--- src/rtl/gray_rx_decoder.sv ---
// Receive side of the 4-bit binary-to-Gray link: synchronize, decode, track and report position changes.
// Optional build macro GRAY_STEP_CHECK_EN adds the illegal-jump check (err / err_sticky).
module gray_rx_decoder #(
    parameter int WIDTH       = 4,
    parameter int SYNC_STAGES = 2
) (
    input  logic             clk,
    input  logic             rst,
    input  logic             en,
    input  logic [WIDTH-1:0] gray_in,
    input  logic             out_ready,
    input  logic             clr_err,
    output logic             out_valid,
    output logic [WIDTH-1:0] out_bin,
    output logic             out_dir,
    output logic [WIDTH-1:0] pos_bin,
    output logic             err,
    output logic             err_sticky,
    output logic             overrun
);

    typedef enum logic [1:0] {IDLE, PRIME, TRACK} state_t;

    state_t state, state_n;

    logic [SYNC_STAGES-1:0][WIDTH-1:0] sync_q;
    logic [WIDTH-1:0] g_s;
    logic [WIDTH-1:0] b_s;
    logic [WIDTH-1:0] b_r;
    logic             change;
    logic             dir_n;

    function automatic logic [WIDTH-1:0] gray2bin(input logic [WIDTH-1:0] g);
        logic [WIDTH-1:0] b;
        b[WIDTH-1] = g[WIDTH-1];
        for (int i = WIDTH - 2; i >= 0; i--) begin
            b[i] = b[i+1] ^ g[i];
        end
        return b;
    endfunction

    // Shortest-path direction: the modular delta is "up" while it is below half the range.
    function automatic logic dir_up(input logic [WIDTH-1:0] nb, input logic [WIDTH-1:0] ob);
        logic [WIDTH-1:0] d;
        d = nb - ob;
        return ~d[WIDTH-1];
    endfunction

    // Synchronizer stage: free-running, independent of en
    always_ff @(posedge clk or posedge rst) begin
        if (rst) begin
            sync_q <= '0;
        end else begin
            sync_q[0] <= gray_in;
            for (int i = 1; i < SYNC_STAGES; i++) begin
                sync_q[i] <= sync_q[i-1];
            end
        end
    end

    assign g_s = sync_q[SYNC_STAGES-1];
    assign b_s = gray2bin(g_s);

    // Decode register stage
    always_ff @(posedge clk or posedge rst) begin
        if (rst) begin
            b_r <= '0;
        end else begin
            b_r <= b_s;
        end
    end

    always_ff @(posedge clk or posedge rst) begin
        if (rst) begin
            state <= IDLE;
        end else begin
            state <= state_n;
        end
    end

    always_comb begin
        state_n = state;
        case (state)
            IDLE:    if (en) state_n = PRIME;
            PRIME:   state_n = en ? TRACK : IDLE;
            TRACK:   if (!en) state_n = IDLE;
            default: state_n = IDLE;
        endcase
    end

    assign change = (state == TRACK) && en && (b_r != pos_bin);
    assign dir_n  = dir_up(b_r, pos_bin);

    // Tracking and holding-register stage
    always_ff @(posedge clk or posedge rst) begin
        if (rst) begin
            pos_bin   <= '0;
            out_bin   <= '0;
            out_dir   <= 1'b0;
            out_valid <= 1'b0;
            overrun   <= 1'b0;
        end else begin
            if (state == PRIME || change) begin
                pos_bin <= b_r;
            end
            if (change) begin
                out_bin   <= b_r;
                out_dir   <= dir_n;
                out_valid <= 1'b1;
            end else if (out_valid && out_ready) begin
                out_valid <= 1'b0;
            end
            // A set in the same cycle as clr_err takes priority.
            if (change && out_valid && !out_ready) begin
                overrun <= 1'b1;
            end else if (clr_err) begin
                overrun <= 1'b0;
            end
        end
    end

`ifdef GRAY_STEP_CHECK_EN
    localparam int CW = $clog2(WIDTH + 1);

    logic [WIDTH-1:0] g_r;
    logic             illegal;

    function automatic logic [WIDTH-1:0] bin2gray(input logic [WIDTH-1:0] b);
        return b ^ (b >> 1);
    endfunction

    function automatic logic [CW-1:0] popcnt(input logic [WIDTH-1:0] v);
        logic [CW-1:0] cnt;
        cnt = '0;
        for (int i = 0; i < WIDTH; i++) begin
            if (v[i]) cnt = cnt + 1'b1;
        end
        return cnt;
    endfunction

    always_ff @(posedge clk or posedge rst) begin
        if (rst) begin
            g_r <= '0;
        end else begin
            g_r <= g_s;
        end
    end

    // More than one Gray bit flipped relative to the tracked position
    assign illegal = popcnt(g_r ^ bin2gray(pos_bin)) > CW'(1);

    always_ff @(posedge clk or posedge rst) begin
        if (rst) begin
            err        <= 1'b0;
            err_sticky <= 1'b0;
        end else begin
            err <= change && illegal;
            if (change && illegal) begin
                err_sticky <= 1'b1;
            end else if (clr_err) begin
                err_sticky <= 1'b0;
            end
        end
    end
`else
    assign err        = 1'b0;
    assign err_sticky = 1'b0;
`endif

endmodule

--- config.mk ---
export PLATFORM = sky130hd
export DESIGN_NAME = gray_rx_decoder
export DESIGN_NICKNAME = d
export VERILOG_FILES = /design/src/rtl/gray_rx_decoder.sv
export SDC_FILE = /design/constraint.sdc
export NUM_CORES = 1
export LEC_CHECK = 0
export ABC_AREA = 0
export ABC_CLOCK_PERIOD_IN_PS = 2200
export CAP_MARGIN = 20
export CORE_AREA = 3 3 58 60
export CTS_CLUSTER_DIAMETER = 150
export DETAILED_ROUTE_END_ITERATION = 7
export DIE_AREA = 0 0 61 63
export GPL_TIMING_DRIVEN = 0
export PLACE_DENSITY = 0.57
export RECOVER_POWER = 100
export SYNTH_ARGS = -nofsm -noshare
export SYNTH_HDL_FRONTEND = slang
export SYNTH_SLANG_ARGS = --single-unit
--- constraint.sdc ---
create_clock -name clk -period 2.2 [get_ports clk]
set_input_delay 0.33 -clock clk [delete_from_list [all_inputs] [get_ports clk]]
set_output_delay 0.33 -clock clk [all_outputs]
set_load 0.01 [all_outputs]
==> results of run 1 <==
[stage by stage]
step / util [%] / instance area, sq um / power (mW)
2_1_floorplan: - / 993.5 / 0.9595
3_3_place_gp: 41.13 / 1225 / 1.186
3_5_place_dp: 41.13 / 1225 / 1.204
4_1_cts: 42.18 / 1256 / 1.429
5_1_grt: 41.51 / 1236 / 1.434
6_report: 41.51 / 1236 / 1.336
[logic make-up after synthesis]
kind of cell | share of synthesized area [%]
DFF | 63.21
and+or+nand+nor | 5.942
AOI/OAI and AO/OA | 8.219
buffers and inverters | 4.930
muxes | 9.102
xor gates and xnor gates | 4.425
adders and majority gates | 3.793
other | 0.3789
[Yosys cell counts (2+ instances only)]
cell type,count,share of area [%]
o21ai_0,2,1.0
ha_1,3,3.8
xor2_1,5,4.4
buf_4,2,1.5
a21oi_1,2,1.0
inv_1,6,2.3
mux2_4,3,4.6
dfrtp_1,25,63
mux2_2,4,4.6
nand2_1,4,1.5
[registers in the layout, summed over array words and instances, names as in the netlist]
signal	count
out_valid	1
b_r	4
sync_q	4
out_bin	4
pos_bin	4
out_dir	1
g_s	4
overrun	1
state	2
[cells in the final DEF (no fill, tap or decap), types with 3 or more instances in the layout]
master,Yosys,layout
xor2_1,5,5
clkbuf_4,0,3
inv_1,6,6
clkdlybuf4s50_1,0,3
dfrtp_1,25,25
ha_1,3,3
nand2_1,4,4
mux2_2,4,4
dlygate4sd3_1,0,16
[layer usage]
| layer | global-route usage, % | routed length, um | share of wire (%) | up-vias |
|---|---|---|---|---|
| met1 | 9.150 | 626 | 43 | 289 |
| met3 | 3.926 | 87 | 6.0 | 2 |
| met2 | 14.44 | 722 | 50 | 18 |
| met5 | 0 | 0 | 0 | - |
| met4 | 2.439 | 10 | 0.69 | 0 |
| li1 | - | - | - | 272 |
[where the power goes]
group / leakage [nW] / internal, mW / switching (mW)
sequential: 0.300 / 0.569 / 0.0737
combinational: 0.262 / 0.261 / 0.208
clock: 0.0183 / 0.0741 / 0.151
[cell type report]
| type | instances | area (sq um) |
|---|---|---|
| clock buffer | 3 | 22.52 |
| buffer | 3 | 18.77 |
| sequential | 25 | 625.6 |
| clock inverter | 1 | 8.758 |
| timing repair buffer | 19 | 190.2 |
| fill | 279 | 1742 |
| multi-input combinational | 36 | 306.5 |
| inverter | 6 | 22.52 |
| tap | 33 | 41.29 |
[worst max path at each step]
| stage | to | slack (ps) | depth (start not counted) |
|---|---|---|---|
| 2_1_floorplan | pos_bin[0] | 410 | 6 |
| 3_3_place_gp | pos_bin[2] | 290 | 6 |
| 3_5_place_dp | pos_bin[0] | 250 | 6 |
| 4_1_cts | pos_bin[0] | 260 | 6 |
| 5_1_grt | pos_bin[2] | 110 | 6 |
| 6_report | pos_bin[0] | 230 | 6 |
==> metrics.md, run 1 <==
| Metric | Value |
|---|---|
| Post-Syn Instances | 69 |
| Post-synth cell types | 23 |
| Hold_ws | 366.4 ps |
| Crit path launch | pos_bin[2] |
| Reg-to-reg endpoint | pos_bin[0] |
| Num CTS Buffers | 3 |
| Initial antenna violation count | 0 |
| WL final | 1.446 mm |
| Maximum vdd drop | 0.0005401 V |
| Critical Path AT | 2190 ps |
| Post-layout worst setup margin | 228.3 ps |
| Skew-Pair Late Insertion Delay | 330 ps |
| Buffer depth of the longest clock path | 2 |
| Full die area | 3843 sq um |
| Residual DRC count | 0 |
| Worst r2r src | pos_bin[2] |
| Die extent in x | 61 um |
| Status | completed |
| Synth warnings | 0 |
| First-pass DRT Iterations | 1 |
| Non-Filler Instances | 126 |
| Routed Antenna Nets | 0 |
| Antenna diodes | 0 |
| GRT Util Overall | 8.481% |
| Leak | 0.5811 nW |
| Root buf cell | clkbuf_4 |
| Hold Crit Depth | 0 |
| Critical Path Slowest Stage Cell | dfrtp_1 |
| Clock Skew | 8.316 ps |
| # nets final | 106 |
| Asr flop ratio synth | 100.0% |
| Setup violations, final | 0 |
| Final TNS setup | 0 ps |
| EDFF count, synth | 0 |
| Pre-CTS setup slack | 254.8 ps |
| Starting Density | 33.24% |
| Least-Margin Pin Slew | 911.7 ps |
| Tcrit/Tclk final | 89.62% |
| Final Hold Fails | 0 |
| Reg2Reg Depth | 6 |
| Ys flop type | dfrtp_1 |
| Post-synthesis sequential area ratio | 63.21% |
| WS Path Type | register to register |
| Netlist Area Pre-Place | 989.7 sq um |
| Port buffer count | 19 |
| Post-CTS setup buffers | 0 |
| GRT overflow | 0 |
| Worst Path Max Fanout | 8 |
| CTS tree | done |
| # IOs | 22 |
| Buf/Inv on CP | 1 |
| Largest net degree at the start of global routing | 26 |
| Worst Hold End | g_s[0] |
| Cells after DPL | 122 |
| Clock transition at path regs | 150 ps |
| Endpoint class of the critical path | register |
| Vias in the first global route | 567 |
| HPWL Detailed | 1.086 mm |
| Iter 0 DRT Violations | 0 |
| Synthesized flop and latch total | 25 |
| CP Cell Sequence | inv_1 > ha_1 > nand3_1 > o21ai_4 > a21boi_4 > mux2_1 |
| RSZ-0062 raised after global routing | false |
| Delay-heaviest family, CP | compound AO/OA/AOI/OAI gates |
| Via count | 581 |
| Hold Buf Count CTS | 0 |
| Hold Path Origin | sync_q[0] |
| CP Data Required Time | 2420 ps |
| Cell row count | 20 |
| Area Overhead vs Synth | 24.91% |
| Startpoint type of the worst setup path | register |
| H-Tree Depth | 1 |
| Slowest stage delay, CP | 390 ps |
| Max-Slew Margin vs Limit | 39.15% |
| HP Class | register to register |
| Core area | 2978 sq um |
| First-pass GRT wire length | 2.415 mm |
| Die height | 63 um |
| Tmin final | 1972 ps |
| F_max | 0.5072 GHz |
| Syn_area_per_cell | 14.34 sq um |
| CTS-repair resized insts | 0 |
| Via density | 4.611 |
| Share of layout cells above drive strength 1 | 15.05% |
| Clk sinks | 25 |
| Reg-to-reg slack, setup | 230 ps |
| Max cap viols | 0 |
| Final GP Congestion | 0.7144 |
| WL/cell | 11.48 um |
| Final Slew Violations | 0 |
| PwrDens | 1081 nW/um^2 |
(Power assumes the default switching activity.)
==> inputs of run 2 (changes only) <==
--- a/config.mk
+++ b/config.mk
@@ -9,10 +9,9 @@
 export ABC_CLOCK_PERIOD_IN_PS = 2200
 export CAP_MARGIN = 20
-export CORE_AREA = 3 3 58 60
+export CORE_AREA = 3 3 54 56
 export CTS_CLUSTER_DIAMETER = 150
 export DETAILED_ROUTE_END_ITERATION = 7
-export DIE_AREA = 0 0 61 63
+export DIE_AREA = 0 0 57 59
 export GPL_TIMING_DRIVEN = 0
-export PLACE_DENSITY = 0.57
 export RECOVER_POWER = 100
 export SYNTH_ARGS = -nofsm -noshare
==> constraint.sdc (replaced) <==
create_clock -name clk -period 2.2 [get_ports clk]
set_input_delay 0.33 -clock clk [delete_from_list [all_inputs] [get_ports clk]]
set_output_delay 0.33 -clock clk [all_outputs]
set_load 0.005 [all_outputs]
==> metrics.md, run 2 (same netlist as run 1, synthesis figures left out) <==
| Metric | Value |
|---|---|
| RSZ-0062 raised after global routing | false |
| Full die area | 3363 sq um |
| Area Overhead vs Synth | 24.02% |
| CTS-repair resized insts | 0 |
| Via count | 550 |
| Critical Path AT | 2180 ps |
| Post-layout worst setup margin | 203.7 ps |
| Least-Margin Pin Slew | 913.3 ps |
| Hold_ws | 363.7 ps |
| Die extent in x | 57 um |
| Antenna diodes | 0 |
| Hold Crit Depth | 0 |
| Combinational Power Share | 34.2% |
| Leak | 0.5780 nW |
| Initial antenna violation count | 0 |
| Via density | 4.472 |
| First-pass GRT wire length | 2.401 mm |
| Maximum vdd drop | 0.0004915 V |
| Residual DRC count | 0 |
| Switching share of power | 28.88% |
| Root buf cell | clkbuf_4 |
| Core area | 2477 sq um |
| Total power | 1.264 mW |
| Starting Density | 39.95% |
| Cell row count | 18 |
| F_max | 0.5009 GHz |
| Final Slew Violations | 0 |
| Clock network fraction of total power | 15.1% |
| Largest net degree at the start of global routing | 26 |
| Endpoint class of the critical path | register |
| Num CTS Buffers | 3 |
| Reg power frac | 50.7% |
| PwrDens | 1030 nW/um^2 |
| WS Path Type | register to register |
| Vias in the first global route | 571 |
| CP Data Required Time | 2390 ps |
| Iter 0 DRT Violations | 12 |
| Max-Slew Margin vs Limit | 39.05% |
| Routed Antenna Nets | 0 |
| Final GP Congestion | 0.6875 |
| WL final | 1.404 mm |
| Clock Skew | 4.819 ps |
| Tmin final | 1996 ps |
| Port buffer count | 19 |
| Final TNS setup | 0 ps |
| First-pass DRT Iterations | 3 |
| Share of layout cells above drive strength 1 | 13.98% |
| Setup violations, final | 0 |
| Clk sinks | 25 |
| Clock transition at path regs | 120 ps |
| NetSw | 365.0 uW |
| Reg2Reg Depth | 6 |
| Commonest cells after routing, fill and taps aside | dfrtp_1 (25), dlygate4sd3_1 (17), inv_1 (6) |
| Pre-CTS setup slack | 273.8 ps |
| Buffer depth of the longest clock path | 2 |
| # IOs | 22 |
| H-Tree Depth | 1 |
| FF+latch area | 625.6 sq um |
| Worst Path Max Fanout | 8 |
| Status | completed |
| # fillers | 247 |
| Max cap viols | 0 |
| Startpoint type of the worst setup path | register |
| Hold Buf Count CTS | 0 |
| WL/cell | 11.41 um |
| # nets final | 106 |
| Area of the multi-input gates | 306.5 sq um |
| GRT Util Overall | 9.311% |
| Final Hold Fails | 0 |
| Most common cell after layout, fill and taps aside | dfrtp_1 |
| Skew-Pair Late Insertion Delay | 300 ps |
| CTS tree | done |
| Post-CTS setup buffers | 0 |
| HP Class | register to register |
| Die height | 59 um |
| Int Power | 899.0 uW |
| GRT overflow | 0 |
| Tcrit/Tclk final | 90.74% |
-- run 2: changes by cell type in the layout (fill, tap and decap cells not counted) --
cell	delta
clkbuf_1	+1
clkdlybuf4s50_1	-1
dlygate4sd3_1	+1
inv_6	-1
-- run 2: routing by layer --
layer  up-vias  global-route usage (%)  wire, um
met2        12                   17.46       725
li1        273                       -         -
met1       263                   9.986       595
met4         0                   2.980        10
met3         2                   2.832        72
met5         -                       0         0
-- run 2: critical path: stages, from the launching register on --
cell and delay [ps]:
dfrtp_1 390, inv_1 50, ha_1 310, nand3_1 190, o21ai_4 330, a21boi_4 290
mux2_1 350
-- run 2: path summary, 6_finish.rpt --
kind	slack, ps	end	from
setup / recovery	200	pos_bin[0]	pos_bin[2]
hold / removal	360	g_s[1]	sync_q[1]
setup reg to reg	200	pos_bin[0]	pos_bin[2]
hold reg to reg	360	g_s[1]	sync_q[1]
max in group asynchronous	990	pos_bin[1]	rst
min in group asynchronous	650	g_s[2]	rst
-- run 2: stage by stage --
step | instances | util (%) | area [sq um]
after floorplan | 70 | - | 993.5
after global placement | 119 | 49.29 | 1221
after detailed placement | 119 | 49.29 | 1221
after CTS | 123 | 50.35 | 1247
after global routing | 123 | 49.55 | 1227
final | 123 | 49.55 | 1227
-- run 2: power groups by stage --
| stage | clock (mW) | sequential (mW) | combinational (mW) |
|---|---|---|---|
| 5_1_grt | 0.225 | 0.658 | 0.473 |
| 3_5_place_dp | 0 | 0.658 | 0.507 |
| 6_report | 0.190 | 0.641 | 0.432 |
| 4_1_cts | 0.206 | 0.648 | 0.507 |
| 3_3_place_gp | 0 | 0.653 | 0.495 |
| 2_1_floorplan | 0 | 0.655 | 0.270 |
-- run 2: final cells by class --
cell class	instances	share of cell area [%]
flip-flops and latches	25	50.97
multi-input cells	36	24.97
repair buffers	19	15.49
well taps	30	3.058
clock buffers	4	2.141
inverters	6	1.835
plain buffers	3	1.529
==> inputs of run 3 (changes only) <==
CAP_MARGIN = 0   (was 20)
CORE_AREA = 2 2 53 55   (was 3 3 54 56)
DIE_AREA = 0 0 55 57   (was 0 0 57 59)
DONT_BUFFER_PORTS = 1   (was default)
==> metrics.md, run 3 (same netlist as run 1, synthesis figures left out) <==
| Metric | Value |
|---|---|
| Status | completed |
| GRT met1 Usage | 12.15% |
| Hold Buf Count CTS | 0 |
| Final Hold Fails | 0 |
| Maximum vdd drop | 0.0004934 V |
| Non-Filler Instances | 107 |
| RSZ-0062 raised after global routing | false |
| Post-CTS setup buffers | 0 |
| # IOs | 22 |
| Residual DRC count | 0 |
| Reg-to-reg slack, setup | 220 ps |
| Port buffer count | 0 |
| Hold Path Origin | gray_in[2] |
| Most common cell after layout, fill and taps aside | dfrtp_1 |
| Antenna diodes | 0 |
| Routed Antenna Nets | 0 |
| WL/cell | 12.31 um |
| Critical Path AT | 2190 ps |
| H-Tree Depth | 1 |
| Worst r2r src | pos_bin[2] |
| Max-Slew Margin vs Limit | 38.82% |
| HPWL Detailed | 954 um |
| Cells after DPL | 101 |
| GR Util met3 | 2.618% |
| Leak | 0.5047 nW |
| Post-layout worst setup margin | 222.1 ps |
| Tcrit/Tclk final | 89.90% |
| Pre-CTS setup slack | 271.0 ps |
| # fillers | 259 |
| Worst Hold End | sync_q[2] |
| Commonest cells after routing, fill and taps aside | dfrtp_1 (25), inv_1 (6), xor2_1 (5) |
| Startpoint type of the worst setup path | register |
| Via count | 492 |
| # nets final | 89 |
| Worst Path Max Fanout | 8 |
| Setup violations, final | 0 |
| Area of the multi-input gates | 310.3 sq um |
| First-pass DRT Iterations | 3 |
| Full die area | 3135 sq um |
| CP Data Required Time | 2410 ps |
| Tmin final | 1978 ps |
| CTS tree | done |
| Die height | 57 um |
| Final Slew Violations | 0 |
| Area Overhead vs Synth | 7.333% |
| F_max | 0.5056 GHz |
| Skew-Pair Late Insertion Delay | 310 ps |
| Core area | 2615 sq um |
| Num CTS Buffers | 3 |
| Share of layout cells above drive strength 1 | 18.42% |
| Max cap viols | 0 |
| Iter 0 DRT Violations | 6 |
| Reg2Reg Depth | 6 |
| Clk sinks | 25 |
| CTS-repair resized insts | 0 |
| Initial antenna violation count | 0 |
| PwrDens | 1081 nW/um^2 |
| Root buf cell | clkbuf_4 |
| GRT Util Overall | 9.963% |
| Largest net degree at the start of global routing | 26 |
| Hold_ws | 31.46 ps |
| Clock Skew | 4.153 ps |
| Die extent in x | 55 um |
| Least-Margin Pin Slew | 916.7 ps |
| First-pass GRT wire length | 2.173 mm |
| WL final | 1.317 mm |
| Cell row count | 19 |
| Grt met2 use | 15.31% |
| Endpoint class of the critical path | register |
| Final GP Congestion | 0.6612 |
| WS Path Type | register to register |
| GRT busiest layer | met2 |
| Via density | 4.598 |
| Hold Crit Depth | 0 |
| Starting Density | 37.85% |
| Buffer depth of the longest clock path | 2 |
| Reg-to-reg endpoint | pos_bin[0] |
| Vias in the first global route | 505 |
| HP Class | input port to register |
| FF+latch area | 625.6 sq um |
| Clock transition at path regs | 130 ps |
| Final TNS setup | 0 ps |
| GRT overflow | 0 |
-- run 3: changes by cell type in the layout (fill, tap and decap cells not counted), sizes merged --
cell,before,now
dlygate4sd3,17,2
clkdlybuf4s50,2,0
-- run 3: where the power goes --
| group | switching, mW | internal [mW] | total (mW) | leakage [nW] |
|---|---|---|---|---|
| logic | 0.127 | 0.152 | 0.279 | 0.189 |
| registers | 0.0980 | 0.570 | 0.668 | 0.300 |
| clock network | 0.130 | 0.0708 | 0.201 | 0.0150 |
-- run 3: stage by stage --
step	total power [mW]	cell area (sq um)	util (%)
final	1.148	1062	40.62
after detailed placement	0.9925	1032	39.47
after global placement	0.9740	1032	39.47
after global routing	1.245	1062	40.62
after floorplan	0.9250	993.5	-
after CTS	1.194	1059	40.48
-- run 3: layout make-up --
type / count / share of cell area, %
repair buffers: 2 / 1.885
inverters: 6 / 2.120
well taps: 31 / 3.651
clock buffers: 4 / 2.473
multi-input cells: 36 / 29.21
flip-flops and latches: 25 / 58.89
plain buffers: 3 / 1.767
-- run 3: routing by layer --
layer | share of wire [%] | routed length [um] | vias up
li1 | - | - | 237
met1 | 44 | 581 | 241
met2 | 50 | 663 | 12
met3 | 4.3 | 56 | 2
met4 | 1.2 | 16 | 0
met5 | 0 | 0 | -
-- run 3: critical path: stages, from the launching register on --
cell      delay, ps
dfrtp_1         410
inv_1            60
ha_1            310
nand3_1         160
o21ai_4         310
a21boi_4        290
mux2_1          330
-- run 3: worst max path at each step --
stage / cells past startpoint / start / endpoint / slack (ps)
3_5_place_dp: 6 / pos_bin[2] / pos_bin[1] / 270
6_report: 6 / pos_bin[2] / pos_bin[0] / 220
3_3_place_gp: 6 / pos_bin[2] / pos_bin[0] / 290
2_1_floorplan: 6 / pos_bin[2] / pos_bin[0] / 450
4_1_cts: 6 / pos_bin[2] / pos_bin[0] / 260
5_1_grt: 6 / pos_bin[2] / pos_bin[0] / 70
